### config.mk
export PLATFORM = sky130hd
export DESIGN_NAME = trace_uart_tx
export DESIGN_NICKNAME = d
export VERILOG_FILES = /design/src/rtl/trace_uart_tx.sv
export SDC_FILE = /design/constraint.sdc
export NUM_CORES = 1
export LEC_CHECK = 0
export BUFFER_PORTS_ARGS = -buffer_cell sky130_fd_sc_hd__buf_2
export CAP_MARGIN = 20
export CORE_ASPECT_RATIO = 0.75
export CORE_MARGIN = 1.5
export CORE_UTILIZATION = 55
export CTS_CLUSTER_DIAMETER = 120
export CTS_CLUSTER_SIZE = 40
export DETAILED_ROUTE_END_ITERATION = 6
export GPL_ROUTABILITY_DRIVEN = 0
export GPL_TIMING_DRIVEN = 0
export PLACE_DENSITY = 0.72
export SETUP_SLACK_MARGIN = 0.05
export SLEW_MARGIN = 30
export SYNTH_ARGS = -nofsm -noshare
export SYNTH_HDL_FRONTEND = slang
export SYNTH_SLANG_ARGS = --single-unit
### constraint.sdc
create_clock -name clk -period 5.9 [get_ports clk]
set_input_delay 0 -clock clk [delete_from_list [all_inputs] [get_ports clk]]
set_output_delay 0 -clock clk [all_outputs]
set_load 0.01 [all_outputs]
### src/rtl/trace_uart_tx.sv
// trace_uart_tx: queues rv32i commit events and serialises each one as a UART 8N1 byte frame.
// Define TRACE_MEM_EN to also capture data-memory writes (addr/wr_data); otherwise only register writebacks.
module trace_uart_tx #(
  parameter int CLKS_PER_BIT = 868,
  parameter int FIFO_DEPTH   = 16,
  parameter int DATA_W       = 32
) (
  input  logic              clk,
  input  logic              reset,
  input  logic              reg_write_sig,
  input  logic [4:0]        reg_num,
  input  logic [DATA_W-1:0] reg_data,
  input  logic              wr,
  input  logic [8:0]        addr,
  input  logic [DATA_W-1:0] wr_data,
  output logic              uart_tx,
  output logic              busy,
  output logic              fifo_full,
  output logic              overflow
);
  // state | meaning
  // IDLE  | line high, pop next entry when the FIFO is non-empty
  // START | start bit (0) for one bit time
  // DATA  | data bits of the current byte, LSB first
  // STOP  | stop bit (1), then next byte or back to IDLE
  typedef enum logic [1:0] {S_IDLE, S_START, S_DATA, S_STOP} state_t;

  localparam int PTR_W       = $clog2(FIFO_DEPTH);
  localparam int DB          = (DATA_W + 7) / 8;
  localparam int DPAD        = 8 * DB;
  localparam int FRAME_BYTES = 3 + 2 * DB;
  localparam int FRAME_W     = 8 * FRAME_BYTES;
  localparam int BI_W        = $clog2(FRAME_BYTES);
  localparam int BAUD_W      = $clog2(CLKS_PER_BIT);

  localparam logic [PTR_W-1:0]  PTR_ONE   = PTR_W'(1);
  localparam logic [PTR_W:0]    CNT_ONE   = (PTR_W + 1)'(1);
  localparam logic [PTR_W:0]    CNT_FULL  = (PTR_W + 1)'(FIFO_DEPTH);
  localparam logic [BAUD_W-1:0] BAUD_LAST = BAUD_W'(CLKS_PER_BIT - 1);
  localparam logic [BAUD_W-1:0] BAUD_ONE  = BAUD_W'(1);
  localparam logic [BI_W-1:0]   BI_ONE    = BI_W'(1);

  logic reg_ev, mem_ev, push, pop;
  logic [7:0] hdr_in;

  assign reg_ev = reg_write_sig && (reg_num != 5'd0);
`ifdef TRACE_MEM_EN
  assign mem_ev = wr;
`else
  assign mem_ev = 1'b0;
  logic unused_mem;
  assign unused_mem = ^{wr, addr, wr_data};
`endif
  assign hdr_in = {reg_ev, mem_ev, 1'b0, reg_ev ? reg_num : 5'd0};
  // Drop decision uses the registered full flag, so a same-cycle pop never rescues an event.
  assign push = (reg_ev || mem_ev) && !fifo_full;

  logic [7:0]        hdr_mem  [FIFO_DEPTH];
  logic [DATA_W-1:0] rdat_mem [FIFO_DEPTH];
  logic [PTR_W-1:0]  wr_ptr, rd_ptr;
  logic [PTR_W:0]    count;

  always_ff @(posedge clk) begin
    if (push) begin
      hdr_mem[wr_ptr]  <= hdr_in;
      rdat_mem[wr_ptr] <= reg_data;
    end
  end

`ifdef TRACE_MEM_EN
  logic [8:0]        addr_mem [FIFO_DEPTH];
  logic [DATA_W-1:0] wdat_mem [FIFO_DEPTH];

  always_ff @(posedge clk) begin
    if (push) begin
      addr_mem[wr_ptr] <= addr;
      wdat_mem[wr_ptr] <= wr_data;
    end
  end
`endif

  always_ff @(posedge clk) begin
    if (reset) begin
      wr_ptr   <= '0;
      rd_ptr   <= '0;
      count    <= '0;
      overflow <= 1'b0;
    end else begin
      if (push) wr_ptr <= wr_ptr + PTR_ONE;
      if (pop)  rd_ptr <= rd_ptr + PTR_ONE;
      case ({push, pop})
        2'b10:   count <= count + CNT_ONE;
        2'b01:   count <= count - CNT_ONE;
        default: ;
      endcase
      if ((reg_ev || mem_ev) && fifo_full) overflow <= 1'b1;
    end
  end

  assign fifo_full = (count == CNT_FULL);

  // Frame image assembled at pop time, header in the low byte; the byte on the wire is always frame_q[7:0].
  logic [7:0]         rd_hdr;
  logic [DPAD-1:0]    rd_ext;
  logic [FRAME_W-1:0] frame_in;
  logic [BI_W-1:0]    last_in;

  assign rd_hdr = hdr_mem[rd_ptr];

  always_comb begin
    rd_ext = '0;
    rd_ext[DATA_W-1:0] = rdat_mem[rd_ptr];
  end

`ifdef TRACE_MEM_EN
  logic [DPAD-1:0] wd_ext;
  logic [15:0]     addr16;

  always_comb begin
    wd_ext = '0;
    wd_ext[DATA_W-1:0] = wdat_mem[rd_ptr];
  end
  assign addr16 = {7'b0, addr_mem[rd_ptr]};

  always_comb begin
    if (rd_hdr[7]) frame_in = {wd_ext, addr16, rd_ext, rd_hdr};
    else           frame_in = {{DPAD{1'b0}}, wd_ext, addr16, rd_hdr};
  end
`else
  assign frame_in = {{(DPAD + 16){1'b0}}, rd_ext, rd_hdr};
`endif

  assign last_in = BI_W'((rd_hdr[7] ? DB : 0) + (rd_hdr[6] ? DB + 2 : 0));

  state_t             state_q, state_d;
  logic [BAUD_W-1:0]  baud_q, baud_d;
  logic [2:0]         bit_q, bit_d;
  logic [BI_W-1:0]    byte_q, byte_d, last_q;
  logic [FRAME_W-1:0] frame_q;
  logic               tx_q, tx_d, load, shift, baud_last;

  assign baud_last = (baud_q == BAUD_LAST);

  always_comb begin
    state_d = state_q;
    baud_d  = baud_q;
    bit_d   = bit_q;
    byte_d  = byte_q;
    load    = 1'b0;
    shift   = 1'b0;
    case (state_q)
      S_IDLE: begin
        if (count != '0) begin
          load    = 1'b1;
          byte_d  = '0;
          baud_d  = '0;
          state_d = S_START;
        end
      end
      S_START: begin
        if (baud_last) begin
          baud_d  = '0;
          bit_d   = 3'd0;
          state_d = S_DATA;
        end else begin
          baud_d = baud_q + BAUD_ONE;
        end
      end
      S_DATA: begin
        if (baud_last) begin
          baud_d = '0;
          if (bit_q == 3'd7) state_d = S_STOP;
          else               bit_d   = bit_q + 3'd1;
        end else begin
          baud_d = baud_q + BAUD_ONE;
        end
      end
      S_STOP: begin
        if (baud_last) begin
          baud_d = '0;
          if (byte_q == last_q) begin
            state_d = S_IDLE;
          end else begin
            byte_d  = byte_q + BI_ONE;
            shift   = 1'b1;
            state_d = S_START;
          end
        end else begin
          baud_d = baud_q + BAUD_ONE;
        end
      end
      default: state_d = S_IDLE;
    endcase

    // Line level is computed from the next state so the flop output lines up with the state.
    case (state_d)
      S_START: tx_d = 1'b0;
      S_DATA:  tx_d = frame_q[bit_d];
      default: tx_d = 1'b1;
    endcase
  end

  assign pop = load;

  always_ff @(posedge clk) begin
    if (reset) begin
      state_q <= S_IDLE;
      baud_q  <= '0;
      bit_q   <= '0;
      byte_q  <= '0;
      last_q  <= '0;
      frame_q <= '0;
      tx_q    <= 1'b1;
    end else begin
      state_q <= state_d;
      baud_q  <= baud_d;
      bit_q   <= bit_d;
      byte_q  <= byte_d;
      tx_q    <= tx_d;
      if (load) begin
        frame_q <= frame_in;
        last_q  <= last_in;
      end else if (shift) begin
        frame_q <= frame_q >> 8;
      end
    end
  end

  assign uart_tx = tx_q;
  assign busy    = (count != '0) || (state_q != S_IDLE);

endmodule

Yosys cells after proc, flatten, opt, wreduce, memory -nomap -nowiden --
Memory sizes are Yosys's and may differ from the RTL's. A register that Yosys moved wholly into a read port is not among the register bits. Index checks and enable logic that the tools add are counted.
Word-level totals: register bits after elaboration 78, bits in latches 0, RAM bits 608, memory bits (read-only) 0, output and inout port bits 4, word-level logic and storage cells 88, memories kept 2
Operators by class: add/sub/neg operators 8, multipliers 0, div/mod/pow operators 0, magnitude comparators 1, eq/ne operators 14, shift operators 0, muxes and demuxes 38, bitwise logic cells 0, reduce and logical (&&, ||, !) cells 14
Memory list:
- rdat_mem | depth 16, bits a word 32, rd ports 1, clocked after Yosys merged registers in 1, write ports 1, line 59 | logic [DATA_W-1:0] rdat_mem [FIFO_DEPTH];
- hdr_mem | depth 16, bits a word 6, rd ports 1, clocked after Yosys merged registers in 1, write ports 1, line 58 | logic [7:0] hdr_mem [FIFO_DEPTH];
Operator list (number):
- 2-to-1 mux 40 bit | 2
- 2-to-1 mux 4 bit | 7
- 2-to-1 mux 10 bit | 2
- case mux 10 bit (2 select lines) | 1
- 2-to-1 mux 3 bit | 5
- adder 4 x 1 -> 4 bit (second input constant) | 3
- adder 10 x 1 -> 10 bit (second input constant) | 1
- == test 10 bit (second input constant) | 1
- 2-to-1 mux 2 bit | 5
- case mux 5 bit (2 select lines) | 1
- nonzero test 5 bit | 2
- 2-to-1 mux 1 bit | 9
- == test 2 bit (second input constant) | 4
- less-than comparator 3 x 8 -> 1 bit (second input constant) | 1
- case mux 2 bit (4 select lines) | 1
- case mux 4 bit (2 select lines) | 1
- nonzero test 2 bit | 4
- == test 2 x 1 -> 1 bit (second input constant) | 3
- != test 2 bit (second input constant) | 3
- case mux 3 bit (2 select lines) | 1
- adder 5 x 1 -> 5 bit (second input constant) | 1
- == test 5 bit (second input constant) | 1
- 2-to-1 mux 5 bit | 1
- subtractor 5 x 1 -> 5 bit (second input constant) | 1
- 12 further kinds | 14

Longest topological paths before layout --
word-level depth 7, mapped depth 15

Least setup slack after synthesis --
Ideal clock, no wire load.
path kind flip-flop to flip-flop, start register count[1], end memory hdr_mem[3][0] (netlist bit), enable pin, setup time 0.480 ns, arrival time 4.000 ns, required time 5.420 ns, path slack 1.420 ns, stages on the path, launching flop included 8, period minus slack after synthesis 4.480 ns, cells stage by stage dfxtp_1 -> clkbuf_1 -> nor4_1 -> and2_1 -> nor2b_1 -> clkbuf_1 -> nand2_1 -> nor3_1
Between the ends: cells in the longest elaborated chain, start to end 5
Ends and longest elaborated chain:
- start, declared | line 61 | logic [PTR_W:0] count;
- start signal, assigned | line 92 | 2'b10: count <= count + CNT_ONE;
- start signal, assigned | line 93 | 2'b01: count <= count - CNT_ONE;
- == test 5 bit | line 100 | assign fifo_full = (count == CNT_FULL);
- named net fifo_full | line 18 | output logic fifo_full,
- logical NOT 1 bit | line 56 | assign push = (reg_ev || mem_ev) && !fifo_full;
- logical AND 1 bit | line 56
- 2-to-1 mux 1 bit | line 64 | if (push) begin
- 2-to-1 mux 1 bit (not written as such) | line 65 | hdr_mem[wr_ptr] <= hdr_in;
- end, declared | line 58
The timed path passes the listed nets, and every way through them passes these cells.

Worst setup path after layout --
start register count[1], end register count[4]
Between the ends: cells in the longest elaborated chain, start to end 5, elaborated cells on any way between the ends 12, classes of those cells 2 x add/sub; 3 x eq/ne; 3 x mux; 4 x reduce/logical
Ends and longest elaborated chain:
- nonzero test 5 bit * | line 153 | if (count != '0) begin
- 2-to-1 mux 1 bit * | line 153
- 2-to-1 mux 1 bit * | line 151 | case (state_q)
- named net load | line 140 | logic tx_q, tx_d, load, shift, baud_last;
- == test 2 x 1 -> 1 bit / == test 2 bit (equally long branches) | line 91 | case ({push, pop})
- case mux 5 bit (2 select lines) / nonzero test 2 bit (equally long branches)
The timed path passes the listed nets; every way through them passes the cells marked *. A chain may end at the register's enable or synchronous reset.

==> impl_metrics.toml <==
[pwr]
combPwrFrac = 0.260
powerDensity_nw_per_um2 = 353
clkPwrFrac = 0.196
internal_power_mw = 7.46
power.leakage_nw = 9.24
total_power_mw = 10.5
irDropWorstVdd_uv = 234
p_sw_frac = 0.288
seqPwrFrac = 0.544
p_switching_mw = 3.01

[hold_path]
hold_start = "reg_num[3]"
hp-class = "primary input to flop"

[critical_path]
worstPathCellList = "clkbuf_1 > nor4_1 > nand2b_1 > nand2_1 > clkinv_1 > clkbuf_1 > ha_1 > xor2_1 > ha_1 > o21ai_0 > a21oi_1 > a21oi_1 > xor2_1 > or3_1 > a21oi_1"
cp_slowest_stage_delay_ps = 390
start_kind = "flop"
crit_fanout = 11
worstReg2RegStart = "count[1]"
worst_ep_required_time_ps = 6440
path_common_cell = "a21oi_1"
crit_start = "count[1]"
cp.arrival_ps = 4470
cp-end-kind = "flop"
path_delay_family = "simple AND/OR/NAND/NOR gates"
path_class = "flop to flop"
r2r_setup_slack_ps = 1980
slowest_stage = "ha_1"
worst-path-buf-inv = 3

[global_route]
grt_max_degree = 42
antenna_found_initial = 0
grt.total_usage = 0.242
grt_pass1_wl_um = 88000
grt_pass1_vias = 13400
grt-ovfl-total = 0

[sta]
setup_viol = 0
fin_tns_setup_ps = 0
drv_slew = 0
rsz0062_at_grt = "false"
hold_viol_final = 0
slew_headroom = 0.317
fin_crit_sh = 0.665
fmax_mhz = 255
period_needed_ps = 3920
worstMarginPinSlew_ps = 1030
finClkSkew_ps = 56.2
fin_ws_ps = 1980

[clock_tree]
post_cts_buffers = 0
cts.repair.resized = 0
cts.clk_slew.worst_paths_ps = 150
cts_tree = "built"
worstSkewPairLatency_ps = 600
root_buffer = "clkbuf_16"
cts_buffers = 21
clock-sinks = 687
clockBufferDepth = 3
cts.htree.levels = 1
hold_buffers = 33

[routing]
dr.pass1.iters = 5
routedWlPerCell_um = 27.7
drt_iter0_markers = 1873
vias_per_cell = 6.31
drc = 0
wirelength_um = 59200
ant_nets = 0
vias = 13500

[die]
chipWidth_um = 257
rows = 69
initial_core_util = 0.560
fp.coreArea_sq_um = 47600
pin_count = 86
dieArea_sq_um = 49800
die_y_um = 194

[run_status]
status = "complete, no violations"

[synth]
yosysWarnings = 0
synth_common_cells = "edfxtp_1, mux4_2, nand2_1, nor2_1, dfxtp_1"
yosysMostFrequentCell = "edfxtp_1"
synth_area_sq_um = 26600
syn_inst = 1329
ys_async_sr_fraction = 0
synth_edf_count = 608
yosysTopAreaCell = "edfxtp_1"
synth_seq_area_share = 0.745
yosysTopAreaCellShare = 0.686
syn-num-nets = 1429
yosys-top-cells-area = "edfxtp_1, mux4_2, dfxtp_1, nand2_1, nor2_1"
yosysUniqueCellTypes = 51
ys.flop_type = "edfxtp_1"
syn_avg_cell_area_sq_um = 20.0
ys_ff_latch = 687

[final_layout]
design_area_sq_um = 29700
final_nets = 1587
area_delta_synth_final_pct = 11.4
fill_cells = 3248
diodes = 0
drive_above_1_share = 0.240

[run]
maxCapViolations = 0

[placement]
post-place-ws_ps = 2050
postPlaceCellArea_sq_um = 28700
port_buffers = 43
hpwlAfterDp_um = 39500
## registers in the layout, summed over array words and instances, names as in the netlist, named ones only
register	count
state_q	2
byte_q	4
frame_q	40
bit_q	3
baud_q	10
rdat_mem	512
count	5
uart_tx	1
last_q	1
hdr_mem	96
overflow	1
rd_ptr	4
wr_ptr	4
## through the flow
step | hold slack (ps) | utilization | instances
2_1_floorplan | 98.9 | - | 1329
3_3_place_gp | 366 | 0.581 | 2011
3_5_place_dp | 383 | 0.604 | 2070
4_1_cts | 5.05 | 0.624 | 2141
5_1_grt | 30.7 | 0.624 | 2141
6_report | 11.0 | 0.624 | 2141
## layout make-up
cell class              count  area (sq um)  area share
flip-flops and latches    687         19800       0.669
multi-input cells         550          6530       0.220
repair buffers            135          1510      0.0509
well taps                 639           800      0.0269
clock buffers              36           582      0.0196
plain buffers              73           303      0.0102
inverters                  19          71.3     0.00240
clock inverters             2          38.8     0.00131
## layer usage
metal  wire, um  vias to the layer above  track usage
li1           -                     5675            -
met1      25700                     7183        0.379
met2      27600                      598        0.367
met3       4950                       64       0.0430
met4        969                        0       0.0386
met5          0                        -            0
## placed cells by master (no fill, tap or decap), drive strengths merged, types with 2 or more instances in the layout
cell type,count
edfxtp,608
nand2b,4
nor2,85
nand2,89
xnor2,4
buf,124
mux4,190
o21a,2
o31ai,2
o2111a,2
a211oi,3
or3,3
nand4,8
a22oi,2
a311oi,29
clkinv,2
nor3,9
nand3,14
a31oi,2
nor4,2
nor2b,3
clkbuf,87
xor2,19
dfxtp,79
o21ai,8
and2,7
ha,18
mux2i,10
dlygate4sd3,33
inv,19
a21oi,20
## worst register-to-register path: stages, from the launching register on
cell,delay [ps]
dfxtp_1,330
clkbuf_1,190
nor4_1,380
nand2b_1,210
nand2_1,290
clkinv_1,320
clkbuf_1,370
ha_1,390
xor2_1,180
ha_1,220
o21ai_0,170
a21oi_1,90
a21oi_1,180
xor2_1,100
or3_1,320
a21oi_1,140
## cells by family (layout without fill, tap and decap cells)
family	Yosys count	after routing	synth area share
XOR/XNOR	23	23	0.00756
buffers and inverters	92	265	0.0140
AND/OR/NAND/NOR	229	229	0.0379
multiplexers	200	200	0.164
flip-flops	687	687	0.745
adder cells (fa/ha/maj)	18	18	0.00846
AO/OA/AOI/OAI	80	80	0.0227
## power groups by stage
stage	Clock (mW)	Combinational (mW)	Sequential (mW)
4_1_cts	2.09	2.73	5.69
6_report	2.06	2.72	5.69
3_3_place_gp	0	2.59	5.81
2_1_floorplan	0	1.86	5.77
3_5_place_dp	0	2.70	5.80
5_1_grt	2.24	2.94	5.72
## worst paths after layout
path,endpoint,cells after the start
max,count[4],15
min,hdr_mem[13][3],2
max reg2reg,count[4],15
min reg2reg,frame_q[39],2
No activity file was read; power rests on OpenSTA's default activity.
